<file path="config.mk">
export PLATFORM = sky130hd
export DESIGN_NAME = imm_narrow
export DESIGN_NICKNAME = d
export VERILOG_FILES = /design/src/rtl/imm_narrow_pkg.sv /design/src/rtl/imm_range_check.sv /design/src/rtl/imm_narrow.sv
export SDC_FILE = /design/constraint.sdc
export NUM_CORES = 1
export LEC_CHECK = 0
export CORE_MARGIN = 2
export CORE_UTILIZATION = 49
export DETAILED_ROUTE_END_ITERATION = 10
export PLACE_DENSITY = 0.82
export SLEW_MARGIN = 20
export SYNTH_ARGS = -nofsm -noshare
export SYNTH_HDL_FRONTEND = slang
export SYNTH_SLANG_ARGS = --single-unit
</file>
<file path="constraint.sdc">
create_clock -name clk -period 5.08 [get_ports clk]
set_clock_uncertainty 0.1 [all_clocks]
set_input_delay 1.524 -clock clk [delete_from_list [all_inputs] [get_ports clk]]
set_output_delay 1.524 -clock clk [all_outputs]
set_load 0.01 [all_outputs]
</file>
<file path="src/rtl/imm_narrow_pkg.sv">
// rtl/imm_narrow_pkg.sv - shared constants and skid state type for the immediate narrower
package imm_narrow_pkg;

    localparam int IMM_W  = 2;
    localparam int DATA_W = 8;

    // Two's-complement extremes of the narrowed immediate field.
    localparam logic [IMM_W-1:0] IMM_MIN = 2'b10;
    localparam logic [IMM_W-1:0] IMM_MAX = 2'b01;

    typedef enum logic [1:0] {
        EMPTY = 2'd0,
        ONE   = 2'd1,
        FULL  = 2'd2
    } skid_state_t;

endpackage

</file>
<file path="src/rtl/imm_range_check.sv">
// rtl/imm_range_check.sv - combinational signed range check, clamp or wrap to OUT_W bits
//
// Ports:
//   data  in   IN_W   signed value to narrow
//   imm   out  OUT_W  narrowed signed immediate
//   ovf   out  1      data was outside the OUT_W signed range
module imm_range_check #(
    parameter int IN_W     = 8,
    parameter int OUT_W    = 2,
    parameter bit SATURATE = 1'b1
) (
    input  logic [IN_W-1:0]  data,
    output logic [OUT_W-1:0] imm,
    output logic             ovf
);

    localparam logic [OUT_W-1:0] MIN_V = {1'b1, {(OUT_W-1){1'b0}}};
    localparam logic [OUT_W-1:0] MAX_V = {1'b0, {(OUT_W-1){1'b1}}};

    logic [IN_W-OUT_W:0] upper;
    logic                fits;

    // The value fits when every bit from the MSB down to the narrowed sign
    // bit is a copy of the sign.
    assign upper = data[IN_W-1:OUT_W-1];
    assign fits  = (&upper) | ~(|upper);

    always_comb begin
        imm = data[OUT_W-1:0];
        ovf = 1'b0;
        if (!fits) begin
            ovf = 1'b1;
            if (SATURATE) begin
                imm = data[IN_W-1] ? MIN_V : MAX_V;
            end
        end
    end

endmodule

</file>
<file path="src/rtl/imm_narrow.sv">
// rtl/imm_narrow.sv - 8-to-2-bit signed immediate narrower with skid buffer and overflow count
//
// Ports:
//   clk        in   1      system clock, rising edge
//   rst_n      in   1      asynchronous active-low reset
//   in_valid   in   1      producer has a value
//   in_ready   out  1      block can accept (registered)
//   in_data    in   IN_W   signed value to narrow
//   out_valid  out  1      narrowed item available
//   out_ready  in   1      consumer accepts
//   out_imm    out  OUT_W  narrowed signed immediate
//   out_ovf    out  1      item was out of range
//   clr_count  in   1      synchronous clear of ovf_count
//   ovf_count  out  CNT_W  saturating count of accepted overflowing items
module imm_narrow
    import imm_narrow_pkg::*;
#(
    parameter int IN_W     = DATA_W,
    parameter int OUT_W    = IMM_W,
    parameter bit SATURATE = 1'b1,
    parameter int CNT_W    = 8
) (
    input  logic             clk,
    input  logic             rst_n,
    input  logic             in_valid,
    output logic             in_ready,
    input  logic [IN_W-1:0]  in_data,
    output logic             out_valid,
    input  logic             out_ready,
    output logic [OUT_W-1:0] out_imm,
    output logic             out_ovf,
    input  logic             clr_count,
    output logic [CNT_W-1:0] ovf_count
);

    localparam logic [CNT_W-1:0] CNT_MAX = '1;
    localparam logic [CNT_W-1:0] CNT_ONE = {{(CNT_W-1){1'b0}}, 1'b1};

    logic [OUT_W-1:0] chk_imm;
    logic             chk_ovf;

    imm_range_check #(
        .IN_W     (IN_W),
        .OUT_W    (OUT_W),
        .SATURATE (SATURATE)
    ) u_range_check (
        .data (in_data),
        .imm  (chk_imm),
        .ovf  (chk_ovf)
    );

    skid_state_t      state, state_next;
    logic [OUT_W-1:0] main_imm, skid_imm;
    logic             main_ovf, skid_ovf;
    logic             accept;
    logic             load_main_in, load_main_skid, load_skid;

    assign accept    = in_valid & in_ready;
    assign out_valid = (state != EMPTY);
    assign out_imm   = main_imm;
    assign out_ovf   = main_ovf;

    always_comb begin
        state_next     = state;
        load_main_in   = 1'b0;
        load_main_skid = 1'b0;
        load_skid      = 1'b0;
        case (state)
            EMPTY: begin
                if (accept) begin
                    state_next   = ONE;
                    load_main_in = 1'b1;
                end
            end
            ONE: begin
                if (accept && out_ready) begin
                    load_main_in = 1'b1;
                end else if (accept) begin
                    // Consumer stalled: park the new item behind the head.
                    state_next = FULL;
                    load_skid  = 1'b1;
                end else if (out_ready) begin
                    state_next = EMPTY;
                end
            end
            FULL: begin
                if (out_ready) begin
                    state_next     = ONE;
                    load_main_skid = 1'b1;
                end
            end
            default: state_next = EMPTY;
        endcase
    end

    always_ff @(posedge clk or negedge rst_n) begin
        if (!rst_n) begin
            state    <= EMPTY;
            in_ready <= 1'b1;
            main_imm <= '0;
            main_ovf <= 1'b0;
            skid_imm <= '0;
            skid_ovf <= 1'b0;
        end else begin
            state    <= state_next;
            // Registered ready: look ahead at the next state so a full buffer
            // is never offered another item.
            in_ready <= (state_next != FULL);
            if (load_main_in) begin
                main_imm <= chk_imm;
                main_ovf <= chk_ovf;
            end else if (load_main_skid) begin
                main_imm <= skid_imm;
                main_ovf <= skid_ovf;
            end
            if (load_skid) begin
                skid_imm <= chk_imm;
                skid_ovf <= chk_ovf;
            end
        end
    end

    // Clear takes priority, but an overflow accepted in the same cycle still counts.
    always_ff @(posedge clk or negedge rst_n) begin
        if (!rst_n) begin
            ovf_count <= '0;
        end else if (clr_count) begin
            ovf_count <= (accept && chk_ovf) ? CNT_ONE : '0;
        end else if (accept && chk_ovf && (ovf_count != CNT_MAX)) begin
            ovf_count <= ovf_count + CNT_ONE;
        end
    end

endmodule
</file>
# Yosys cells after proc, flatten, opt, wreduce, memory -nomap -nowiden
# Index checks and enable logic that the tools add are counted.
dict set report word_totals {
  reg_bits 17
  out_inout_bits 13
  wordCells 47
  inputBits 13
}
dict set report op_classes {
  n_eq_ne 4
  n_reduce_logical 9
  add_sub_neg 1
  n_bitwise 3
  mux 23
}
# cell count
set op_table {}
lappend op_table {{two-way mux 2 bit} 9}
lappend op_table {{two-way mux 8 bit} 2}
lappend op_table {{two-way mux 1 bit} 10}
lappend op_table {{adder 8 x 1 -> 8 bit (second input constant)} 1}
lappend op_table {{!= test 8 bit (second input constant)} 1}
lappend op_table {{AND reduction 7 bit} 1}
lappend op_table {{OR reduction 7 bit} 1}
lappend op_table {{one-hot mux 2 bit (3 select lines)} 1}
lappend op_table {{nonzero test 2 bit} 3}
lappend op_table {{logical AND 1 bit} 3}
lappend op_table {{== test 2 x 1 -> 1 bit (second input constant)} 1}
lappend op_table {{== test 2 bit (second input constant)} 1}
lappend op_table {{logical NOT 2 bit} 1}
lappend op_table {{!= test 2 bit (second input constant)} 1}
lappend op_table {{one-hot mux 1 bit (2 select lines)} 1}
lappend op_table {{AND 1 bit} 1}
lappend op_table {{inverter 1 bit} 1}
lappend op_table {{bitwise OR 1 bit} 1}

# Logic depth before layout (Yosys ltp)
dict set report logic_depth {
  word_depth 8
  depth_mapped 6
  mapped_depth_nobuf 6
}

# By module
# From an unflattened synthesis, not the netlist that was laid out.
dict set report unflattened {
  hier_cells 95
  area_unflattened_um2 975.9
}
# mod cells_per_inst seq_area_each_um2 area_each_um2 instances
set by_module_without_submodules {}
lappend by_module_without_submodules {imm_narrow 86 426.7 914.6 1}
lappend by_module_without_submodules {imm_range_check 9 0.0 61.3 1}

# Least setup slack after synthesis
# Ideal clock, no wire load.
dict set report synth_path {
  kind {input to register}
  start {input port in_data[7]}
  end {register ovf_count[5]}
  setup_time_ps 128
  t_arrival_ps 2642
  n_path_buf 1
  cell_stages 6
  path_slack_ps 2211
  required_ps 4852
  path_cell_list {and4_1 > nand4_2 > nand3_2 > buf_6 > nor4_1 > mux2_1}
}
dict set report synth_via {
  elab_chain_len 7
  word_cells_on_any_way 8
  classes_between {mux: 1; bitwise: 2; reduce/logical: 5}
}
# item line
set synth_rtl {}
lappend synth_rtl {{start: declaration} imm_narrow.sv:27} ;# input logic [IN_W-1:0] in_data,
lappend synth_rtl {{OR reduction 7 bit} imm_range_check.sv:26} ;# assign fits = (&upper) | ~(|upper);
lappend synth_rtl {{inverter 1 bit} imm_range_check.sv:26}
lappend synth_rtl {{bitwise OR 1 bit (*)} imm_range_check.sv:26}
lappend synth_rtl {{two-way mux 1 bit (*)} imm_range_check.sv:31} ;# if (!fits) begin
lappend synth_rtl {{logical AND 1 bit (*) (2 in series)} imm_narrow.sv:129} ;# end else if (accept && chk_ovf && (ovf_count != CNT_MAX)) begin
lappend synth_rtl {{nonzero test 2 bit (no source line) (*)} --}
lappend synth_rtl {{end signal: assignment} imm_narrow.sv:128} ;# ovf_count <= (accept && chk_ovf) ? CNT_ONE : '0;
lappend synth_rtl {{end signal: assignment} imm_narrow.sv:130} ;# ovf_count <= ovf_count + CNT_ONE;
lappend synth_rtl {{end: declaration} imm_narrow.sv:33} ;# output logic [CNT_W-1:0] ovf_count
# Mark *: on every way between the ends. The rest lies on a longest branch, timed or not.
# A chain may end at the register's enable or synchronous reset.

# Worst setup path after layout
# Same ends and word-level chain as after synthesis.

==> out/metrics.json <==
{
  "synth": {
    "synthTopCellsByArea": "sky130_fd_sc_hd__dfrtp_1 (44%), sky130_fd_sc_hd__a21oi_1 (4.9%), sky130_fd_sc_hd__nor2b_1 (3.4%), sky130_fd_sc_hd__inv_1 (3.3%), sky130_fd_sc_hd__dfstp_2 (2.9%)",
    "synth_commonest_cells": "sky130_fd_sc_hd__dfrtp_1 (16), sky130_fd_sc_hd__a21oi_1 (9), sky130_fd_sc_hd__inv_1 (8), sky130_fd_sc_hd__nand2_1 (7), sky130_fd_sc_hd__nor2_1 (6)",
    "post_synth_num_cell_types": 35,
    "ys_async_sr_fraction_pct": 100,
    "yosysMostFrequentCell": "sky130_fd_sc_hd__dfrtp_1",
    "post_synth.cell_area_avg_sq_um": 9.54,
    "synth_top_area_cell": "sky130_fd_sc_hd__dfrtp_1",
    "netlist_instances": 96,
    "synth_edf_count": 0,
    "yosysWarnings": 0,
    "yosysTopAreaCellShare_pct": 43.7,
    "postSynthNetCount": 110,
    "yosysSeqAreaShare_pct": 46.6,
    "netlist_area_before_placement_sq_um": 916,
    "ys_dominant_reg_cell": "sky130_fd_sc_hd__dfrtp_1",
    "flops_latches_synth": 17
  },
  "sta": {
    "rsz0062_at_grt": "no",
    "finalCritPeriodShare_pct": 62.4,
    "setup-violations-final": 0,
    "drv_slew": 0,
    "fin_setup_tns_ps": 0,
    "finalWorstSetupSlack_ps": 1910,
    "timing.final.hold_violations": 0,
    "timing.slew.headroom_pct": 51.0,
    "fmax_mhz": 315,
    "finalCriticalPeriod_ps": 3170,
    "max_slew.worst_pin.slew_ps": 732
  },
  "worst_hold_path": {
    "min-delay-start": "skid_imm[1]",
    "worstHoldPathType": "reg2reg",
    "hold_path_end": "out_imm[1]",
    "worstHoldPathCells": 1
  },
  "finish": {
    "layout-drive-gt1-share_pct": 11.4,
    "num-nets-final": 138,
    "insertedDiodeCount": 0,
    "num-fill-cells": 136,
    "area.growth.synth_to_final_pct": 32.1
  },
  "grt": {
    "first_pass_grt_wire_length_um": 3220,
    "grt_pass1_vias": 775,
    "grt_antenna_before_repair": 0,
    "grt_start_max_net_pins": 18,
    "grt_use_total_pct": 20.8,
    "gr-total-overflow": 0
  },
  "clocking": {
    "clock_tree_buf_depth": 2,
    "ctsHoldBuffers": 0,
    "post_cts.resized_instances": 0,
    "post-cts-setup-buffers": 0,
    "clock_insertion_delay_worst_skew_ps": 290,
    "cts_inserted_buffers": 3,
    "cts_max_level": 1,
    "clk_transition_reported_paths_ps": 100,
    "cts-root-buf": "sky130_fd_sc_hd__clkbuf_4",
    "tritoncts_clock_tree": "done",
    "cts.sink_count": 17
  },
  "setup_path": {
    "worstPathArrival_ps": 3250,
    "worst-path-buf-inv": 1,
    "slowest_stage": "sky130_fd_sc_hd__clkdlybuf4s50_1",
    "critPathTopFamily": "simple AND/OR/NAND/NOR gates",
    "crit_required_ps": 5160,
    "timing.critical_path.fanout_max": 11,
    "worst-r2r-setup-slack_ps": 3140,
    "regToRegEndpoint": "ovf_count[5]",
    "worst_r2r_path_depth": 5,
    "setup.worst_path.start_class": "input port",
    "cell_chain_critical_path": "clkdlybuf4s50_1, and4_1, nand4_2, nand3_2, nor4_1, mux2_1",
    "setup_cp_type": "in2reg",
    "endpoint_kind": "flop",
    "critical_path.max_stage_delay_ps": 470,
    "regToRegStartpoint": "ovf_count[1]"
  },
  "floorplan": {
    "die_width_um": 47.2,
    "die_h_um": 47.2,
    "die_area_sq_mm": 0.00223,
    "coreArea_sq_mm": 0.00175,
    "boundaryPins": 26,
    "placement_rows": 15,
    "starting_density_of_the_core_pct": 52.5
  },
  "routing": {
    "detailroute.via_count": 835,
    "antenna_violating_nets_post_route": 0,
    "detailedRoute.firstIterationViolations": 6,
    "drt_first_pass_iters": 4,
    "drc": 0,
    "wire_per_inst_um": 12.9,
    "detail_route.vias_per_cell": 5.64,
    "postRouteWirelength_um": 1910
  },
  "run": {
    "maximum_capacitance_violations": 0
  },
  "pwr": {
    "cellPowerDensity_mw_per_mm2": 328,
    "p_leak_nw": 0.490,
    "worst_ir_drop_vdd_mv": 0.335
  },
  "placement": {
    "finalWeightedCongestion": 0.829,
    "dp_hpwl_um": 1440,
    "buffer_ports.inserted": 25,
    "dpl_worst_slack_ps": 1620
  },
  "status": {
    "result_of_the_run": "completed"
  }
}
## per-layer routing
metal	GRT usage (%)	vias to the layer above	routed length, um
met5	0	-	0
met4	6.67	0	11
met3	6.92	2	102
met2	37.8	28	1050
met1	22.5	404	748
li1	-	401	-
## per-stage QoR
| step | util, % | hold slack, ps | total power, mW | std cells | area, sq um |
|---|---|---|---|---|---|
| 6_report | 69.3 | 421 | 0.396 | 148 | 1210 |
| 5_1_grt | 69.3 | 461 | 0.426 | 148 | 1210 |
| 4_1_cts | 69.3 | 427 | 0.400 | 148 | 1210 |
| 3_5_place_dp | 67.7 | 403 | 0.326 | 144 | 1180 |
| 3_3_place_gp | 67.7 | 394 | 0.320 | 144 | 1180 |
| 2_1_floorplan | - | 374 | 0.262 | 96 | 916 |
## logic make-up after synthesis
family                     share of synthesized area [%]
AOI/OAI and AO/OA                                   13.9
and+or+nand+nor                                     27.3
DFF                                                 46.6
adders and majority gates                           1.37
muxes                                               5.87
buffers and inverters                               4.92
## cell usage in the layout (no fill, tap or decap), types with 3 or more instances in the layout
| cell | Yosys | routed |
|---|---|---|
| sky130_fd_sc_hd__o31ai_1 | 3 | 3 |
| sky130_fd_sc_hd__nor4_1 | 3 | 3 |
| sky130_fd_sc_hd__nand2_1 | 7 | 7 |
| sky130_fd_sc_hd__clkdlybuf4s50_1 | 0 | 25 |
| sky130_fd_sc_hd__nand4_1 | 3 | 3 |
| sky130_fd_sc_hd__inv_1 | 8 | 8 |
| sky130_fd_sc_hd__dfrtp_1 | 16 | 16 |
| sky130_fd_sc_hd__nor3_1 | 4 | 4 |
| sky130_fd_sc_hd__a21oi_1 | 9 | 9 |
| sky130_fd_sc_hd__nor2b_1 | 5 | 5 |
| sky130_fd_sc_hd__nor2_1 | 6 | 6 |
| sky130_fd_sc_hd__clkbuf_4 | 0 | 3 |
## registers in the layout, summed over array words and instances, names as in the netlist
name	count
skid_ovf	1
state	2
ovf_count	8
in_ready	1
out_imm	2
skid_imm	2
out_ovf	1
## worst reg2reg max path, cell delays in order, from the launching register on
cell	delay (ps)
sky130_fd_sc_hd__dfrtp_1	400
sky130_fd_sc_hd__ha_1	180
sky130_fd_sc_hd__nand3_1	160
sky130_fd_sc_hd__nor3_2	510
sky130_fd_sc_hd__nor4_1	150
sky130_fd_sc_hd__mux2_1	330
## cell type report
class	instances	area, sq um	area share (%)
Multi-Input combinational cell	69	444	36.7
Sequential cell	17	427	35.3
Timing Repair Buffer	25	250	20.7
Clock buffer	3	22.5	1.86
Tap cell	25	31.3	2.59
Inverter	8	30.0	2.48
Clock inverter	1	5.00	0.414
## power breakdown
part | internal (mW) | switching [mW]
registers | 0.168 | 0.0202
clock network | 0.0293 | 0.0431
logic | 0.0748 | 0.0613
total | 0.272 | 0.125
## worst max path at each step
stage	startpoint	endpoint	slack (ps)	depth (start not counted)
floorplan	in_data[7]	ovf_count[5]	2210	6
global placement	in_data[7]	ovf_count[5]	1650	6
detailed placement	in_data[7]	ovf_count[5]	1620	6
CTS	state[1]	out_valid	1910	2
global route	in_data[7]	ovf_count[7]	1840	6
finish	in_data[7]	ovf_count[5]	1910	6
(Power assumes the default switching activity.)
